<file path="src/rtl/addsub_bcd_conv.sv">
// Sequential binary-to-BCD converter (double dabble, one bit per clock) feeding the hex_7seg drivers.
// Optional two's-complement input handling is enabled by defining ADDSUB_SIGNED_INPUT_EN.
module addsub_bcd_conv #(
    parameter int WIDTH = 8
) (
    input  logic             CLOCK_50,
    input  logic             reset,
    input  logic             start,
    input  logic [WIDTH-1:0] bin,
    output logic             busy,
    output logic             done,
    output logic [3:0]       ONES,
    output logic [3:0]       TENS,
    output logic [3:0]       HUNDREDS,
    output logic             NEG
);

    localparam int SW = WIDTH + 12;
    localparam int CW = $clog2(WIDTH + 1);

    // Handshake: start is sampled only in IDLE; busy is high from the accepting
    // edge until the edge that raises done; done pulses for one cycle with the
    // digits updated on the same edge.
    typedef enum logic [1:0] {
        IDLE   = 2'd0,
        SHIFT  = 2'd1,
        FINISH = 2'd2
    } state_t;

    state_t          state;
    state_t          state_next;
    logic [SW-1:0]   scratch_q;
    logic [SW-1:0]   scratch_adj;
    logic [CW-1:0]   cnt_q;
    logic [WIDTH-1:0] mag;
    logic            accept;

    if (WIDTH < 2 || WIDTH > 9) begin : g_width_check
        $error("addsub_bcd_conv: WIDTH must be in 2..9");
    end

`ifdef ADDSUB_SIGNED_INPUT_EN
    logic bin_neg;
    logic neg_q;

    // Negating the most-negative value wraps to itself, which read as unsigned is its magnitude.
    assign bin_neg = bin[WIDTH-1];
    assign mag     = bin_neg ? (~bin + WIDTH'(1)) : bin;

    always_ff @(posedge CLOCK_50) begin
        if (reset) begin
            neg_q <= 1'b0;
            NEG   <= 1'b0;
        end else begin
            if (accept) begin
                neg_q <= bin_neg;
            end
            if (state == FINISH) begin
                NEG <= neg_q;
            end
        end
    end
`else
    assign mag = bin;
    assign NEG = 1'b0;
`endif

    assign accept = (state == IDLE) && start;
    assign busy   = (state != IDLE);

    always_ff @(posedge CLOCK_50) begin
        if (reset) begin
            state <= IDLE;
        end else begin
            state <= state_next;
        end
    end

    always_comb begin
        state_next = state;
        case (state)
            IDLE: begin
                if (start) begin
                    state_next = SHIFT;
                end
            end
            SHIFT: begin
                if (cnt_q == CW'(1)) begin
                    state_next = FINISH;
                end
            end
            FINISH: begin
                state_next = IDLE;
            end
            default: begin
                state_next = IDLE;
            end
        endcase
    end

    // Add-3 on every BCD nibble >= 5 before the shift; nibbles never carry for legal WIDTH.
    always_comb begin
        scratch_adj = scratch_q;
        for (int i = 0; i < 3; i++) begin
            if (scratch_q[WIDTH + 4*i +: 4] >= 4'd5) begin
                scratch_adj[WIDTH + 4*i +: 4] = scratch_q[WIDTH + 4*i +: 4] + 4'd3;
            end
        end
    end

    always_ff @(posedge CLOCK_50) begin
        if (reset) begin
            scratch_q <= '0;
            cnt_q     <= '0;
            done      <= 1'b0;
            ONES      <= 4'd0;
            TENS      <= 4'd0;
            HUNDREDS  <= 4'd0;
        end else begin
            done <= 1'b0;
            case (state)
                IDLE: begin
                    if (start) begin
                        scratch_q <= {12'd0, mag};
                        cnt_q     <= CW'(WIDTH);
                    end
                end
                SHIFT: begin
                    scratch_q <= {scratch_adj[SW-2:0], 1'b0};
                    cnt_q     <= cnt_q - CW'(1);
                end
                FINISH: begin
                    ONES     <= scratch_q[WIDTH +: 4];
                    TENS     <= scratch_q[WIDTH + 4 +: 4];
                    HUNDREDS <= scratch_q[WIDTH + 8 +: 4];
                    done     <= 1'b1;
                end
                default: begin
                    scratch_q <= '0;
                end
            endcase
        end
    end

endmodule

</file>
<file path="config.mk">
export PLATFORM = sky130hd
export DESIGN_NAME = addsub_bcd_conv
export DESIGN_NICKNAME = d
export VERILOG_FILES = /design/src/rtl/addsub_bcd_conv.sv
export SDC_FILE = /design/constraint.sdc
export NUM_CORES = 1
export LEC_CHECK = 0
export CAP_MARGIN = 30
export CORE_ASPECT_RATIO = 0.5
export CORE_MARGIN = 1
export CORE_UTILIZATION = 53
export DETAILED_ROUTE_END_ITERATION = 7
export PLACE_DENSITY_LB_ADDON = 0.05
export SLEW_MARGIN = 30
export SYNTH_ARGS = -nofsm -noshare
export SYNTH_HDL_FRONTEND = slang
export SYNTH_SLANG_ARGS = --single-unit
</file>
<file path="constraint.sdc">
create_clock -name CLOCK_50 -period 1.8 [get_ports CLOCK_50]
set_input_delay 0.36 -clock CLOCK_50 [delete_from_list [all_inputs] [get_ports CLOCK_50]]
set_output_delay 0.36 -clock CLOCK_50 [all_outputs]
set_load 0.02 [all_outputs]
</file>
==> impl_metrics.py, run 1 <==
metrics = {
    "route": {
        "drc": 0,
        "drt-vias-per-instance": 5.43,
        "antenna_left": 0,
        "wire_per_inst_um": 13.5,
        "firstDrtPassIters": 4,
        "drt_iter0_drc": 69,
        "wl_um": 3540,
        "vias": 1427,
    },
    "clocking": {
        "htreeDepth": 2,
        "max-clock-path-buffers": 2,
        "cts_tree": "yes",
        "cts_made_buffers": 5,
        "cts.clk_slew.worst_paths_ns": 0.07,
        "postCtsSetupBuffers": 0,
        "cts_root_buf": "clkbuf_8",
        "clock_latency_ns": 0.29,
        "cts.sinks": 39,
    },
    "yosys": {
        "synthCells": 195,
        "synth.avg_cell_area_um2": 9.00,
        "synth.cell_area_um2": 1750,
        "synth-edff-count": 0,
        "synth_nets": 214,
        "ys_warn_count": 0,
        "synth_cell_types": 35,
        "async_flop_share_pct": 0,
        "yosysSeqAreaShare_pct": 44.5,
        "ys.flop_type": "dfxtp_1",
        "yosys_register_bits": 39,
    },
    "final_layout": {
        "drive_above_1_share_pct": 9.42,
        "n_antenna_cell": 0,
        "syn_to_final_growth_pct": 22.5,
        "final_nets": 241,
    },
    "pwr": {
        "total_power_mw": 1.75,
        "ir_worst_vdd_mv": 0.446,
        "power.switching_uw": 421,
        "leakagePower_nw": 0.848,
        "p_per_area_nw_per_um2": 813,
        "switching_share_pct": 24.1,
        "internal-power_mw": 1.33,
        "clkPwrFrac_pct": 37.5,
        "p_seq_share_pct": 51.7,
        "pwr-share-comb_pct": 10.8,
    },
    "sta": {
        "hold_viol_final": 0,
        "finalClockSkew_ns": 0.00404,
        "finalHoldWorstSlack_ns": 0.452,
        "rsz0062_at_grt": "false",
        "setup_viol_count_final": 0,
        "period_share_pct": 88.6,
        "finalSetupTns_ns": 0,
        "fmax_mhz": 627,
        "period_needed_ns": 1.59,
        "timing.final.max_slew_violations": 0,
    },
    "worst_setup_path": {
        "r2r-start": "state[0]",
        "end_kind": "output port",
        "crit_family": "buffers and inverters",
        "path_depth": 1,
        "critical_path_arrival_ns": 1.23,
        "path_class": "flip-flop to output port",
        "critPathMaxFanout": 2,
        "path_buf_inv": 1,
        "reg2reg_slack_ns": 0.35,
        "crit_required_ns": 1.44,
        "timing.critical_path.from": "HUNDREDS[2]",
        "ff2ff_path_depth": 4,
        "critPathSlowestCell": "clkdlybuf4s50_1",
        "critPathMaxStageDelay_ns": 0.61,
        "cp_cell_sequence": "clkdlybuf4s50_1",
        "reg2reg_to": "state[1]",
        "startpoint_type": "flip-flop",
        "cp-endpoint": "HUNDREDS[2]",
    },
    "grt": {
        "overflow": 0,
        "grt_pass1_wl_um": 6250,
        "grt_max_degree": 19,
        "grt_pass1_vias": 1346,
        "track_usage_pct": 22.5,
        "antenna_found_initial": 0,
    },
    "run": {
        "drv_cap": 0,
    },
    "placed_design": {
        "gp_congestion": 0.808,
        "hpwl_um": 2390,
        "port_buffers": 24,
    },
    "die": {
        "floorplan.rows": 14,
        "die_w_um": 83.4,
        "dieArea_um2": 3560,
        "core-area_um2": 3080,
        "pin_count": 26,
        "fp.dieH_um": 42.7,
        "start_util_pct": 56.9,
    },
    "worst_hold_path": {
        "hp-class": "flip-flop to flip-flop",
    },
    "outcome": {
        "status": "finished, final reports clean",
    },
}
-- how the worst min path moves through the flow --
stage / cells after the start / startpoint / slack [ns] / to
6_report: 2 / TENS[1] / 0.45 / TENS[1]
5_1_grt: 2 / HUNDREDS[3] / 0.48 / HUNDREDS[3]
4_1_cts: 2 / TENS[1] / 0.46 / TENS[1]
3_5_place_dp: 2 / TENS[1] / 0.45 / TENS[1]
3_3_place_gp: 2 / TENS[2] / 0.44 / TENS[2]
2_1_floorplan: 2 / scratch_q[19] / 0.44 / HUNDREDS[3]
-- metrics by stage --
step                util (%)  cells  cell area (um2)  worst slack [ns]
finish                  69.7    263             2150             0.206
global route            69.7    263             2150             0.148
detailed placement      66.4    255             2050            0.0273
CTS                     69.6    263             2150          0.000363
global placement        66.4    255             2050            0.0729
floorplan                  -    195             1750             0.477
-- repair_timing --
item / CTS / global route
gates resized for setup: 0 / 1
endpoints found under the setup margin: 0 / 1
hold buffers: 0 / 0
-- routing by layer --
metal	part of all wire [%]	vias up	wire length [um]	global-route usage, %
met5	0	-	0	0
met2	45	33	1590	37.0
met1	50	670	1790	29.8
met3	4.1	5	144	6.42
met4	0.59	0	21	5.17
li1	-	719	-	-
-- registers in the layout (all words and copies together), names as in the netlist --
signal,flops
scratch_q,20
cnt_q,4
state,2
TENS,4
done,1
ONES,4
HUNDREDS,4
-- cell families (layout without fill, tap and decap cells) --
kind of cell	count (synthesis)	after routing	share of synthesized area, %
flip-flops	39	39	44.5
XOR/XNOR	5	5	2.50
multiplexers	12	12	6.92
buffers and inverters	20	48	5.49
AO/OA/AOI/OAI	46	46	17.6
other	1	1	0.214
AND/OR/NAND/NOR	64	64	17.0
adder cells (fa/ha/maj)	8	8	5.71
-- power groups by stage --
stage / clock, mW / combinational [mW] / sequential, mW
floorplan: 0 / 0.132 / 0.918
global placement: 0 / 0.182 / 0.921
detailed placement: 0 / 0.188 / 0.921
CTS: 0.658 / 0.190 / 0.902
global route: 0.698 / 0.209 / 0.905
finish: 0.655 / 0.189 / 0.902
-- cell usage after synthesis (2+ instances only) --
library cell / instances / area [um2]
nor2b_1: 2 / 12.5
mux2i_1: 11 / 110
buf_4: 3 / 22.5
clkbuf_1: 4 / 15.0
a21oi_1: 18 / 90.1
a21oi_2: 2 / 17.5
nand2b_1: 4 / 25.0
nor2_1: 16 / 60.1
a2bb2oi_1: 7 / 61.3
dfxtp_1: 39 / 781
nand2_1: 26 / 97.6
ha_1: 8 / 100
a22o_1: 8 / 70.1
xor2_1: 2 / 17.5
nand3_1: 3 / 15.0
nor3_1: 5 / 25.0
inv_1: 9 / 33.8
nor2_2: 2 / 12.5
buf_2: 2 / 10.0
xnor2_1: 3 / 26.3
a22oi_1: 2 / 15.0
o21ai_0: 6 / 30.0
-- area by class of cell --
cell class | count | area, um2
fill | 261 | 933
multi-input combinational | 136 | 877
sequential | 39 | 781
timing repair buffer | 31 | 308
clock buffer | 8 | 100
tap | 40 | 50.0
inverter | 9 | 33.8
-- layout by cell type (no fill, tap or decap), drive strengths merged, types with 7 or more instances in the layout --
master | synthesis | routed
mux2i | 11 | 11
buf | 7 | 7
inv | 9 | 9
a22o | 8 | 8
dfxtp | 39 | 39
clkbuf | 4 | 8
ha | 8 | 8
clkdlybuf4s50 | 0 | 23
nand2 | 26 | 26
nor2 | 18 | 18
a21oi | 20 | 20
a2bb2oi | 7 | 7
(Power assumes the default switching activity.)
==> inputs of run 2 (changes only) <==
CORE_UTILIZATION = 48   (was 53)
GPL_TIMING_DRIVEN = 0   (was unset)
clock period = 1.4 ns   (was 1.8 ns; I/O delays follow)
==> run 2 against run 1 <==
  * The flow now finishes with violations (setup timing)
  * Register-to-register slack worse by 0.26 ns
  * Sequential cell count unchanged
  * Die area up 10%
  * Clock-buffer cell count is 2 lower
  * Via count is 1.5% higher
  * Sequential share of layout area down 1.1 points
  * Global-route usage decreased by 2.5 points
  * Combinational power grew 47%
  * Largest cell class unchanged
  * Clock skew about the same
==> impl_metrics.py, run 2 (same netlist as run 1, synthesis figures left out) <==
metrics = {
    "outcome": {
        "status": "complete, but fails checks",
        "failed_checks": "setup timing",
    },
    "worst_setup_path": {
        "reg2reg_slack_ns": 0.09,
        "critPathMaxFanout": 5,
        "critPathSlowestCell": "dfxtp_2",
        "startpoint_type": "flip-flop",
        "crit_family": "flip-flops",
        "path_class": "flip-flop to output port",
        "critPathMaxStageDelay_ns": 0.34,
        "end_kind": "output port",
        "path_buf_inv": 2,
        "cp_cell_sequence": "clkbuf_16, or2_4, buf_6",
        "crit_required_ns": 1.12,
        "critical_path_arrival_ns": 1.14,
    },
    "route": {
        "vias": 1448,
        "wl_um": 3690,
        "drt-vias-per-instance": 5.15,
        "wire_per_inst_um": 13.1,
        "drc": 0,
        "antenna_left": 0,
        "drt_iter0_drc": 64,
        "firstDrtPassIters": 4,
    },
    "grt": {
        "track_usage_pct": 20.0,
        "overflow": 0,
        "grt_max_degree": 12,
        "antenna_found_initial": 0,
        "grt_pass1_vias": 1227,
        "grt_pass1_wl_um": 5720,
    },
    "final_layout": {
        "finalInstanceArea_um2": 2240,
        "nFillCells": 327,
        "fin_util_pct": 64.6,
        "syn_to_final_growth_pct": 28.0,
        "seq_area_um2": 791,
        "drive_above_1_share_pct": 19.1,
        "layout_commonest_cell": "dfxtp_1",
        "regMostFlops": "scratch_q",
        "largest_register_ffs": 20,
        "final_cell_mix": "dfxtp_1, nand2_1, a21oi_1",
        "multi_input_area_um2": 926,
        "n_antenna_cell": 0,
        "final_nets": 249,
    },
    "sta": {
        "rsz0062_at_grt": "true",
        "setup_viol_count_final": 1,
        "layout_setup_ws_ns": -0.0170,
        "fmax_mhz": 706,
        "period_needed_ns": 1.42,
        "finalSetupTns_ns": -0.0170,
        "finalClockSkew_ns": 0.00423,
        "period_share_pct": 101,
        "hold_viol_final": 0,
        "timing.final.max_slew_violations": 0,
    },
    "die": {
        "core-area_um2": 3470,
        "fp.dieH_um": 44.7,
        "floorplan.rows": 15,
        "pin_count": 26,
        "die_w_um": 87.5,
        "dieArea_um2": 3910,
        "start_util_pct": 50.5,
    },
    "clocking": {
        "cts_made_buffers": 5,
        "cts.clk_slew.worst_paths_ns": 0.07,
        "cts.sinks": 39,
        "htreeDepth": 2,
        "cts_tree": "yes",
        "clock_latency_ns": 0.29,
        "cts_root_buf": "clkbuf_8",
        "max-clock-path-buffers": 2,
    },
    "pwr": {
        "p_per_area_nw_per_um2": 991,
        "ir_worst_vdd_mv": 0.469,
        "leakagePower_nw": 0.945,
    },
    "worst_hold_path": {
        "hp-class": "flip-flop to flip-flop",
    },
    "placed_design": {
        "place_area_um2": 2050,
        "port_buffers": 23,
        "hpwl_um": 2440,
        "dp_slack_ns": -0.485,
        "gp_congestion": 0.732,
    },
    "run": {
        "drv_cap": 0,
    },
}
run 2: cell types whose count changed in the layout (fill, tap and decap cells not counted), moves of 2 or more:
| cell | previous run | this run |
|---|---|---|
| clkdlybuf4s50_1 | 23 | 8 |
| inv_2 | 0 | 2 |
| dfxtp_2 | 0 | 8 |
| ha_1 | 8 | 6 |
| inv_1 | 9 | 7 |
| dlygate4sd2_1 | 0 | 13 |
| buf_2 | 0 | 2 |
| ha_2 | 0 | 2 |
| clkbuf_1 | 1 | 3 |
| buf_6 | 0 | 3 |
| dfxtp_1 | 39 | 31 |
run 2: worst reg2reg max path, cell delays in order (launching register included):
cell,delay (ns)
dfxtp_2,0.35
inv_2,0.05
ha_1,0.16
nand2b_1,0.15
a21oi_2,0.21
mux2i_1,0.10
a22o_1,0.20
run 2: path summary, 6_finish.rpt:
check	startpoint	end	depth (start not counted)
max reg2reg	scratch_q[13]	scratch_q[14]	6
min	ONES[3]	ONES[3]	2
max	state[0]	busy	3
min reg2reg	ONES[3]	ONES[3]	2
run 2: area by class of cell:
class / count / share of cell area [%]
Buffer: 10 / 3.40
Clock inverter: 1 / 0.223
Timing Repair Buffer: 29 / 11.9
Clock buffer: 6 / 3.68
Tap cell: 51 / 2.84
Inverter: 9 / 1.51
Sequential cell: 39 / 35.2
Multi-Input combinational cell: 136 / 41.2
run 2: report_power, final:
| part | internal, mW | total [mW] | switching [mW] |
|---|---|---|---|
| clock | 0.387 | 0.783 | 0.397 |
| sequential | 1.14 | 1.16 | 0.0248 |
| combinational | 0.140 | 0.277 | 0.137 |
| total | 1.67 | 2.22 | 0.559 |
run 2: what timing repair did:
action	in CTS	in global routing
gates resized for setup	28	21
setup buffers	3	2
hold buffers	0	0
gates cloned	0	1
pin swaps	2	5
setup endpoints to repair	18	28
run 2: per-layer routing:
layer | track usage [%] | up-vias | wire [um]
li1 | - | 736 | -
met1 | 26.6 | 675 | 1820
met2 | 30.8 | 29 | 1660
met3 | 6.03 | 8 | 168
met4 | 8.85 | 0 | 42
met5 | 0 | - | 0
run 2: through the flow:
stage | hold slack (ns) | power, mW | std cells
final | 0.452 | 2.22 | 281
after floorplan | 0.441 | 1.35 | 195
after global routing | 0.474 | 2.32 | 281
after detailed placement | 0.445 | 1.42 | 269
after global placement | 0.442 | 1.42 | 269
after CTS | 0.453 | 2.22 | 279
==> inputs of run 3 (changes only) <==
SKIP_CTS_REPAIR_TIMING = 1   (was unset)
SLEW_MARGIN = unset   (was 30)
==> run 3 against run 2 <==
  * The flow still finishes with violations (setup timing)
  * Wire length is essentially flat
  * Critical path depth grew 1
  * Clock power is essentially flat
  * Worst hold slack is essentially flat
  * Sequential cell count is the same
  * Setup slack lost 0.097 ns
  * Combinational power grew 4%
  * Critical path type unchanged
  * Largest cell class unchanged
==> impl_metrics.py, run 3 (same netlist as run 1, synthesis figures left out) <==
metrics = {
    "placed_design": {
        "gp_congestion": 0.732,
        "hpwl_um": 2440,
        "place_area_um2": 2050,
        "dp_slack_ns": -0.485,
        "port_buffers": 23,
    },
    "sta": {
        "layout_setup_ws_ns": -0.114,
        "finalClockSkew_ns": 0.00378,
        "period_needed_ns": 1.51,
        "fmax_mhz": 661,
        "finalSetupTns_ns": -0.114,
        "setup_viol_count_final": 1,
        "rsz0062_at_grt": "true",
        "period_share_pct": 108,
        "hold_viol_final": 0,
        "timing.final.max_slew_violations": 0,
    },
    "worst_setup_path": {
        "critical_path_arrival_ns": 1.23,
        "startpoint_type": "flip-flop",
        "path_class": "flip-flop to output port",
        "r2r-start": "scratch_q[12]",
        "timing.critical_path.from": "state[0]",
        "crit_required_ns": 1.12,
        "reg2reg_slack_ns": 0.07,
        "end_kind": "output port",
        "critPathMaxFanout": 10,
    },
    "clocking": {
        "htreeDepth": 2,
        "cts_tree": "yes",
        "clock_latency_ns": 0.29,
        "max-clock-path-buffers": 2,
        "cts.sinks": 39,
        "cts.clk_slew.worst_paths_ns": 0.08,
        "cts_root_buf": "clkbuf_8",
        "cts_made_buffers": 5,
    },
    "die": {
        "pin_count": 26,
        "core-area_um2": 3470,
        "dieArea_um2": 3910,
        "start_util_pct": 50.5,
        "fp.dieH_um": 44.7,
        "floorplan.rows": 15,
        "die_w_um": 87.5,
    },
    "final_layout": {
        "finalInstanceArea_um2": 2310,
        "seq_area_um2": 790,
        "drive_above_1_share_pct": 18.5,
        "layout_commonest_cell": "dfxtp_1",
        "multi_input_area_um2": 913,
        "final_cell_mix": "dfxtp_1, nand2_1, a21oi_1",
        "regMostFlops": "scratch_q",
        "final_nets": 252,
        "largest_register_ffs": 20,
        "nFillCells": 311,
        "syn_to_final_growth_pct": 32.0,
        "n_antenna_cell": 0,
    },
    "outcome": {
        "status": "complete, but fails checks",
        "failed_checks": "setup timing",
    },
    "route": {
        "drt_iter0_drc": 47,
        "drc": 0,
        "drt-vias-per-instance": 5.16,
        "wire_per_inst_um": 13.0,
        "firstDrtPassIters": 4,
        "wl_um": 3700,
        "antenna_left": 0,
        "vias": 1465,
    },
    "pwr": {
        "internal-power_mw": 1.67,
        "ir_worst_vdd_mv": 0.472,
        "pwr-share-comb_pct": 12.8,
        "leakagePower_nw": 1.14,
        "p_seq_share_pct": 52.0,
        "clkPwrFrac_pct": 35.2,
        "switching_share_pct": 25.1,
        "p_per_area_nw_per_um2": 966,
        "power.switching_uw": 560,
    },
    "grt": {
        "antenna_found_initial": 0,
        "overflow": 0,
        "grt_pass1_wl_um": 5640,
        "grt_pass1_vias": 1221,
        "grt_max_degree": 12,
        "track_usage_pct": 19.7,
    },
    "run": {
        "drv_cap": 0,
    },
    "worst_hold_path": {
        "hp-class": "flip-flop to flip-flop",
        "hp-start": "TENS[2]",
    },
}
-- run 3: per-stage QoR --
step	cells	power (mW)	util (%)	hold WS [ns]
3_3_place_gp	269	1.42	59.0	0.442
2_1_floorplan	195	1.35	-	0.441
3_5_place_dp	269	1.42	59.0	0.445
4_1_cts	276	2.19	61.5	0.456
6_report	284	2.23	66.7	0.452
5_1_grt	284	2.33	66.7	0.473
-- run 3: layout make-up --
cell class,instances,share of cell area [%]
inverters,9,1.46
repair buffers,31,14.8
multi-input cells,136,39.5
well taps,51,2.76
clock buffers,6,3.57
flip-flops and latches,39,34.1
plain buffers,11,3.62
clock inverters,1,0.216
-- run 3: final timing paths --
kind | endpoint | cells after the start
hold reg to reg | TENS[2] | 2
setup / recovery | busy | 4
hold / removal | TENS[2] | 2
setup reg to reg | scratch_q[14] | 6
-- run 3: worst max-delay path: stages, from the launching register on --
cell     delay [ns]
dfxtp_2        0.33
buf_8          0.12
buf_8          0.13
or2_4          0.23
buf_6          0.13
-- run 3: per-layer routing --
metal	GRT usage, %	wire length [um]	share of wire, %	up-vias
met3	6.03	132	3.6	8
met5	0	0	0	-
met4	8.85	50	1.4	0
li1	-	-	-	746
met2	30.9	1670	45	22
met1	25.5	1840	50	689
-- run 3: power groups by stage --
| stage | logic (mW) | clock network, mW | registers, mW |
|---|---|---|---|
| final | 0.287 | 0.786 | 1.16 |
| after global routing | 0.312 | 0.849 | 1.17 |
| after global placement | 0.234 | 0 | 1.18 |
| after CTS | 0.240 | 0.795 | 1.16 |
| after detailed placement | 0.238 | 0 | 1.18 |
| after floorplan | 0.169 | 0 | 1.18 |
